==> src/rtl/id_ex_stage_pkg.sv <==
// Shared ALU function codes and the ID/EX control record.
package id_ex_stage_pkg;

  localparam logic [5:0] ALU_ADD   = 6'b000000;
  localparam logic [5:0] ALU_SUB   = 6'b000001;
  localparam logic [5:0] ALU_AND   = 6'b011000;
  localparam logic [5:0] ALU_OR    = 6'b011110;
  localparam logic [5:0] ALU_XOR   = 6'b010110;
  localparam logic [5:0] ALU_NOR   = 6'b010001;
  localparam logic [5:0] ALU_PASSA = 6'b011010;
  localparam logic [5:0] ALU_SLL   = 6'b100000;
  localparam logic [5:0] ALU_SRL   = 6'b100001;
  localparam logic [5:0] ALU_SRA   = 6'b100011;
  localparam logic [5:0] ALU_EQ    = 6'b110011;
  localparam logic [5:0] ALU_NEQ   = 6'b110001;
  localparam logic [5:0] ALU_LT    = 6'b110101;
  localparam logic [5:0] ALU_LEZ   = 6'b111101;
  localparam logic [5:0] ALU_LTZ   = 6'b111011;
  localparam logic [5:0] ALU_GTZ   = 6'b111111;
  localparam logic [5:0] BUBBLE_FUN = ALU_ADD;

  // Width-independent part of the pipeline register.
  typedef struct packed {
    logic       valid;
    logic       regwrite;
    logic       memread;
    logic       memwrite;
    logic       alusrc1;
    logic       alusrc2;
    logic       sign;
    logic [5:0] alufun;
    logic [4:0] rs;
    logic [4:0] rt;
    logic [4:0] rd;
    logic [4:0] shamt;
  } ex_ctrl_t;

  // Bubble: rs/rt zeroed so a bubble can never match a forward source.
  function automatic ex_ctrl_t bubble_ctrl();
    ex_ctrl_t c;
    c        = '0;
    c.alufun = BUBBLE_FUN;
    return c;
  endfunction

endpackage

==> src/rtl/id_ex_stage_fwd_mux.sv <==
// One operand's bypass select: EX/MEM beats MEM/WB beats register data.
module fwd_mux #(
  parameter int DATA_W = 32
) (
  input  logic [4:0]        src,
  input  logic [DATA_W-1:0] reg_data,
  input  logic              exmem_regwrite,
  input  logic [4:0]        exmem_rd,
  input  logic [DATA_W-1:0] exmem_result,
  input  logic              memwb_regwrite,
  input  logic [4:0]        memwb_rd,
  input  logic [DATA_W-1:0] memwb_data,
  output logic [DATA_W-1:0] data
);

  logic hit_exmem, hit_memwb;

  // r0 is hardwired zero, so a write to it is never a valid bypass.
  assign hit_exmem = exmem_regwrite && (exmem_rd != 5'd0) && (exmem_rd == src);
  assign hit_memwb = memwb_regwrite && (memwb_rd != 5'd0) && (memwb_rd == src);

  // Priority select, youngest producer first.
  always_comb begin
    data = reg_data;
    if (hit_exmem)      data = exmem_result;
    else if (hit_memwb) data = memwb_data;
  end

endmodule

==> src/rtl/id_ex_stage.sv <==
// ID/EX pipeline register with operand forwarding and load-use detection.
module id_ex_stage
  import id_ex_stage_pkg::*;
#(
  parameter int DATA_W = 32
) (
  input  logic              clk,
  input  logic              reset,
  input  logic              id_valid,
  input  logic [4:0]        id_rs_addr,
  input  logic [4:0]        id_rt_addr,
  input  logic [4:0]        id_rd_addr,
  input  logic [DATA_W-1:0] id_rs_data,
  input  logic [DATA_W-1:0] id_rt_data,
  input  logic [DATA_W-1:0] id_imm,
  input  logic [4:0]        id_shamt,
  input  logic              id_alusrc1,
  input  logic              id_alusrc2,
  input  logic              id_uses_rt,
  input  logic [5:0]        id_alufun,
  input  logic              id_sign,
  input  logic              id_regwrite,
  input  logic              id_memread,
  input  logic              id_memwrite,
  input  logic              stall,
  input  logic              flush,
  input  logic              exmem_regwrite,
  input  logic [4:0]        exmem_rd,
  input  logic [DATA_W-1:0] exmem_result,
  input  logic              memwb_regwrite,
  input  logic [4:0]        memwb_rd,
  input  logic [DATA_W-1:0] memwb_data,
  output logic [DATA_W-1:0] alu_a,
  output logic [DATA_W-1:0] alu_b,
  output logic [5:0]        alu_fun,
  output logic              alu_sign,
  output logic              ex_valid,
  output logic              ex_regwrite,
  output logic              ex_memread,
  output logic              ex_memwrite,
  output logic [4:0]        ex_rd,
  output logic [DATA_W-1:0] ex_store_data,
  output logic              load_use
);

  ex_ctrl_t                 ctrl, id_ctrl;
  logic [1:0][DATA_W-1:0]   src_data;   // [0]=rs, [1]=rt
  logic [DATA_W-1:0]        imm;
  logic [1:0][4:0]          src_addr;
  logic [1:0][DATA_W-1:0]   fwd;

  assign id_ctrl = '{valid: id_valid, regwrite: id_regwrite, memread: id_memread,
                     memwrite: id_memwrite, alusrc1: id_alusrc1, alusrc2: id_alusrc2,
                     sign: id_sign, alufun: id_alufun, rs: id_rs_addr, rt: id_rt_addr,
                     rd: id_rd_addr, shamt: id_shamt};

  // A load in EX whose destination the ID instruction reads cannot be bypassed in time.
  assign load_use = ctrl.valid && ctrl.memread && (ctrl.rd != 5'd0) && id_valid &&
                    ((ctrl.rd == id_rs_addr) || (id_uses_rt && (ctrl.rd == id_rt_addr)));

  // Pipeline register: flush > stall (hold) > load-use bubble > capture.
  always_ff @(posedge clk or negedge reset) begin
    if (!reset) begin
      ctrl     <= bubble_ctrl();
      src_data <= '0;
      imm      <= '0;
    end else if (flush || (!stall && load_use)) begin
      ctrl     <= bubble_ctrl();
      src_data <= '0;
      imm      <= '0;
    end else if (!stall) begin
      ctrl     <= id_ctrl;
      src_data <= {id_rt_data, id_rs_data};
      imm      <= id_imm;
    end
  end

  assign src_addr = {ctrl.rt, ctrl.rs};

  // Forwarding stays live while stalled so a held instruction sees fresh results.
  for (genvar g = 0; g < 2; g++) begin : g_fwd
    fwd_mux #(.DATA_W(DATA_W)) u_fwd (
      .src            (src_addr[g]),
      .reg_data       (src_data[g]),
      .exmem_regwrite (exmem_regwrite),
      .exmem_rd       (exmem_rd),
      .exmem_result   (exmem_result),
      .memwb_regwrite (memwb_regwrite),
      .memwb_rd       (memwb_rd),
      .memwb_data     (memwb_data),
      .data           (fwd[g])
    );
  end

  assign alu_a         = ctrl.alusrc1 ? {{(DATA_W-5){1'b0}}, ctrl.shamt} : fwd[0];
  assign alu_b         = ctrl.alusrc2 ? imm : fwd[1];
  assign ex_store_data = fwd[1];
  assign alu_fun       = ctrl.alufun;
  assign alu_sign      = ctrl.sign;
  assign ex_valid      = ctrl.valid;
  assign ex_regwrite   = ctrl.regwrite;
  assign ex_memread    = ctrl.memread;
  assign ex_memwrite   = ctrl.memwrite;
  assign ex_rd         = ctrl.rd;

endmodule

==> config.mk <==
export PLATFORM = sky130hd
export DESIGN_NAME = id_ex_stage
export DESIGN_NICKNAME = d
export VERILOG_FILES = /design/src/rtl/id_ex_stage_pkg.sv /design/src/rtl/id_ex_stage_fwd_mux.sv /design/src/rtl/id_ex_stage.sv
export SDC_FILE = /design/constraint.sdc
export NUM_CORES = 1
export LEC_CHECK = 0
export ABC_CLOCK_PERIOD_IN_PS = 3350
export BUFFER_PORTS_ARGS = -buffer_cell sky130_fd_sc_hd__buf_4
export CAP_MARGIN = 0
export CORE_ASPECT_RATIO = 1.25
export CORE_MARGIN = 3
export CORE_UTILIZATION = 47
export CTS_BUF_LIST = sky130_fd_sc_hd__clkbuf_4
export CTS_CLUSTER_SIZE = 30
export DETAILED_ROUTE_END_ITERATION = 10
export HOLD_SLACK_MARGIN = 0.05
export PLACE_DENSITY = 0.89
export SETUP_SLACK_MARGIN = 0.4
export SYNTH_ARGS = -nofsm -noshare
export SYNTH_HDL_FRONTEND = slang
export SYNTH_HIERARCHICAL = 1
export SYNTH_SLANG_ARGS = --single-unit
==> constraint.sdc <==
create_clock -name clk -period 3.35 [get_ports clk]
set_input_delay 1.005 -clock clk [delete_from_list [all_inputs] [get_ports clk]]
set_output_delay 1.005 -clock clk [all_outputs]
set_load 0.01 [all_outputs]
# Word-level counts from Yosys, hierarchy flattened

Index checks and enable logic that the tools add are counted.

Eq/ne operators: 7
Mux-type cells: 12
Reductions and logical operators: 18

Operators with widths:

| kind                                                  | number |
|---|---|
| two-way mux 32 bit                                    | 8 |
| two-way mux 64 bit                                    | 2 |
| two-way mux 33 bit                                    | 2 |
| == test 5 bit                                         | 6 |
| nonzero test 5 bit                                    | 3 |
| logical AND 1 bit                                     | 12 |
| logical OR 1 bit                                      | 2 |
| inequality test 2 x 1 -> 1 bit, second input constant | 1 |
| zero test 1 bit                                       | 1 |

Register bits after elaboration: 129
Output and inout bits: 113
Word-level logic and storage cells: 52

# Longest topological paths before layout

Word-level depth: 7
Depth in mapped cells: 7
Depth with buffers taken out: 5

# Modules after synthesis

The synthesis kept the hierarchy.

Modules (own cells, without submodules):

| module      | times used | cells an instance | area an instance (µm²) | seq. area each (µm²) |
|---|---|---|---|---|
| id_ex_stage | 1          | 750               | 6944.2                 | 3228.1 |
| fwd_mux     | 2          | 185               | 1167.4                 | 0.0 |

# Least setup slack after synthesis

Ideal clock, no wire load.

Path type: input to output
Start: input exmem_rd[0]
End: output alu_b[10]
Data arrival time: 2.518 ns
Required time: 2.345 ns
Setup slack: -0.173 ns
Stages: 7
Path buffers: 2
Path through: or4_4 -> a21oi_4 -> or3_1 -> buf_4 -> buf_6 -> a31oi_1 -> mux2_2

Longest elaborated chain between the ends: 5
Elaborated cells between the ends (all ways): 6
Those cells by class: 1 x eq/ne; 2 x mux; 3 x reduce/logical

Ends and longest elaborated chain:

| element               | RTL line                  | source |
|---|---|---|
| start, declared       | id_ex_stage.sv:28         | `input logic [4:0] exmem_rd,` |
| nonzero test 5 bit    | id_ex_stage_fwd_mux.sv:19 | `assign hit_exmem = exmem_regwrite && (exmem_rd != 5'd0) && (exmem_rd == src);` |
| logical AND 1 bit     | id_ex_stage_fwd_mux.sv:19 |  |
| logical AND 1 bit *   | id_ex_stage_fwd_mux.sv:19 |  |
| two-way mux 32 bit *  | id_ex_stage_fwd_mux.sv:25 | `if (hit_exmem) data = exmem_result;` |
| via ex_store_data[10] | id_ex_stage.sv:42         | `output logic [DATA_W-1:0] ex_store_data,` |
| two-way mux 32 bit *  | id_ex_stage.sv:96         | `assign alu_b = ctrl.alusrc2 ? imm : fwd[1];` |
| end, declared         | id_ex_stage.sv:34         | `output logic [DATA_W-1:0] alu_b,` |

Mark *: on every way through the listed nets, which the timed path passes. The rest lies on a longest branch.

==> results_dict.tcl <==
set metrics [dict create \
    placement_rows 56 \
    holdCritPathClass "in -> async" \
    ctsRootBufferMaster "clkbuf_4" \
    dieArea_sq_um 21500 \
    clock_sinks 129 \
    final.period_utilization_pct 135 \
    floorplan.die.width_um 132 \
    pwr_density_cell_nw_per_um2 386 \
    status "complete, but fails checks" \
    drc 0 \
    setup_violations 96 \
    initial_antenna_violation_count 5 \
    max_cap_violations 0 \
    first_pass_grt_wire_length_um 66400 \
    detailedRoute.firstPassIterationCount 6 \
    numPlacedInstances 1653 \
    synth.yosys.warnings 6 \
    numCtsBuffers 17 \
    drt_iter0_markers 2182 \
    critPathCaptureType "output port" \
    layout.cells.most_common_list "buf_4 (313), nand2_1 (178), dfrtp_1 (125), buf_6 (116), a32oi_1 (77)" \
    tritoncts_clock_tree "done" \
    largest_net_degree_at_the_start_of_global_routing 149 \
    synth.yosys.seq_area_share_pct 34.8 \
    design.portCount 323 \
    max_clock_freq_mhz 222 \
    area.growth.synth_to_final_pct 68.5 \
    startpoint_type "input port" \
    htree_num_levels 4 \
    layout.cells.non_filler 1732 \
    dr_total_vias 12800 \
    nNetsFinal 1664 \
    timing_max_transition_violations_final 0 \
    clkSlewWorstSetupHoldPaths_ns 0.12 \
    rsz0062_at_grt "yes" \
    global_placer_s_final_weighted_congestion 0.917 \
    die_height_um 163 \
    drive_gt1_share_pct 49.3 \
    wl_per_cell_um 28.9 \
    setup.worst_path.class "in -> out" \
    power_switching_share_pct 38.4 \
    detail_route.vias_per_cell 7.36 \
    r2r_depth 6 \
    cts_max_path_buffers 2 \
    drt_wl_total_um 50100 \
    netlist_instances 1120 \
    synth_area_per_cell_sq_um 8.28 \
    worst_slack_ns -1.16 \
    synth.net_count 1330 \
    grt.overflow.total 0 \
    violations_in_the_final_reports "setup timing" \
    worstPathMaxFanout 5 \
    fin_crit_ns 4.51 \
    mostFrequentLayoutCell "buf_4" \
    relSlewSlack_pct 33.5 \
    grt.total_usage_pct 39.2 \
    finalHoldViolations 0 \
    ys_seq_elements 129 \
    buffer_ports.inserted 322 \
    crit_arrival_ns 3.50 \
    p_switching_w 0.00231 \
    power.leakage_nw 6.18 \
    drtAntennaViolNets 0 \
    post_synthesis_cell_area_sq_um 9280 \
    p_comb_share_pct 46.3 \
    worst_clock_skew_ns 0.0264 \
    share_seq_of_total_power_pct 31.3 \
    post_synth_num_cell_types 33 \
    clock_insertion_delay_worst_skew_ns 0.60 \
    power.total_w 0.00603 \
    clkPwrFrac_pct 22.4 \
    actual_transition_at_the_worst_max_transition_pin_ns 0.993 \
    core_area_sq_um 19100 \
    start_util_pct 48.7 \
    worst_ep_required_time_ns 2.34 \
    cellInternalPower_w 0.00371 \
    vias_in_the_first_global_route 11900 \
    placed_wire_length_estimate_after_detailed_placement_um 27200 \
    vdd.ir_drop.worst_mv 0.271 \
]
state kept, by name (all words and copies together) (netlist names):
signal,cells
ex_valid,1
alu_sign,1
imm,32
ex_memwrite,1
src_data,64
ex_rd,5
alu_fun,6
ctrl,17
ex_memread,1
ex_regwrite,1
cell usage after synthesis (all sizes together):
cell type,number,area (sq um)
a21oi,2,32.5
a22oi,10,75.1
a31oi,64,400
a32oi,77,674
and2,4,25.0
and3,2,12.5
buf,52,347
clkbuf,111,417
dfrtp,129,3230
inv,1,3.75
mux2,37,417
nand2,179,672
nand3,46,230
nand4,65,407
nor2,3,11.3
nor2b,29,181
nor3b,11,82.6
nor4,66,413
o2111ai,1,15.0
o21a,2,15.0
o21ai,79,395
o221ai,52,455
o22ai,1,6.26
o31ai,64,480
or2,2,12.5
or3,2,12.5
or4,3,30.0
xnor2,26,228
power by group through the flow:
| stage | Clock (W) | Sequential (W) | Combinational (W) |
|---|---|---|---|
| final | 0.00135 | 0.00189 | 0.00279 |
| after global routing | 0.00142 | 0.00190 | 0.00288 |
| after CTS | 0.00133 | 0.00186 | 0.00240 |
| after detailed placement | 0 | 0.00188 | 0.00208 |
| after global placement | 0 | 0.00188 | 0.00204 |
| after floorplan | 0 | 0.00182 | 0.00106 |
critical path, stage by stage:
cell     delay [ns]
buf_8          0.10
or4_4          0.55
a21oi_4        0.20
buf_6          0.15
buf_12         0.13
buf_8          0.13
nor4_2         0.06
a31oi_1        0.76
nor2b_4        0.30
buf_6          0.11
timing repair:
| item | 4_1_cts | 5_1_grt |
|---|---|---|
| hold buffers | 0 | 0 |
| endpoints found under the hold margin | 0 | 0 |
| pin swaps | 30 | 41 |
| resized for setup | 194 | 146 |
| endpoints found under the setup margin | 97 | 97 |
| gates cloned | 5 | 2 |
| setup buffers | 27 | 9 |
final timing paths:
kind	endpoint	from	slack, ns
min	imm[7]	reset	0.29
max reg2reg	src_data[59]	ex_rd[1]	0.89
max	alu_a[28]	exmem_rd[0]	-1.16
min in group clk	ex_regwrite	ex_regwrite	0.51
max in group asynchronous	ctrl[16]	reset	2.17
min reg2reg	ex_regwrite	ex_regwrite	0.51
cells by family after synthesis:
group / synth area share (%)
mux: 4.49
simple gates: 22.5
compound gates: 27.5
xor+xnor: 2.45
buf+inv: 8.27
flops: 34.8
layer usage:
metal	track usage [%]	wire, um	share of wire [%]	up-vias
met2	66.8	23300	47	1290
met1	43.3	15600	31	5948
met4	26.3	4890	9.8	2
met5	0	20	0.040	-
li1	-	-	-	5051
met3	10.1	6250	12	463
stage by stage:
stage | hold WS [ns] | instance area (sq um) | utilization (%) | worst slack [ns] | TNS, ns
floorplan | 0.461 | 9640 | - | -0.170 | -5.76
global placement | 0.475 | 12800 | 67.4 | -0.526 | -38.78
detailed placement | 0.481 | 12800 | 67.4 | -0.541 | -41.05
CTS | 0.290 | 14600 | 76.6 | -0.496 | -38.28
global route | 0.248 | 15600 | 82.0 | -1.06 | -52.87
finish | 0.290 | 15600 | 82.0 | -1.16 | -47.29
layout make-up:
type                    instances  area (sq um)
diodes                          4          10.0
clock buffers                  17           128
clock inverters                15           216
fillers                      1055          3420
inverters                       1          3.75
multi-input cells             827          7080
flip-flops and latches        129          3240
well taps                     261           327
repair buffers                478          4630
Note: power is estimated with default switching activity, not from simulation.
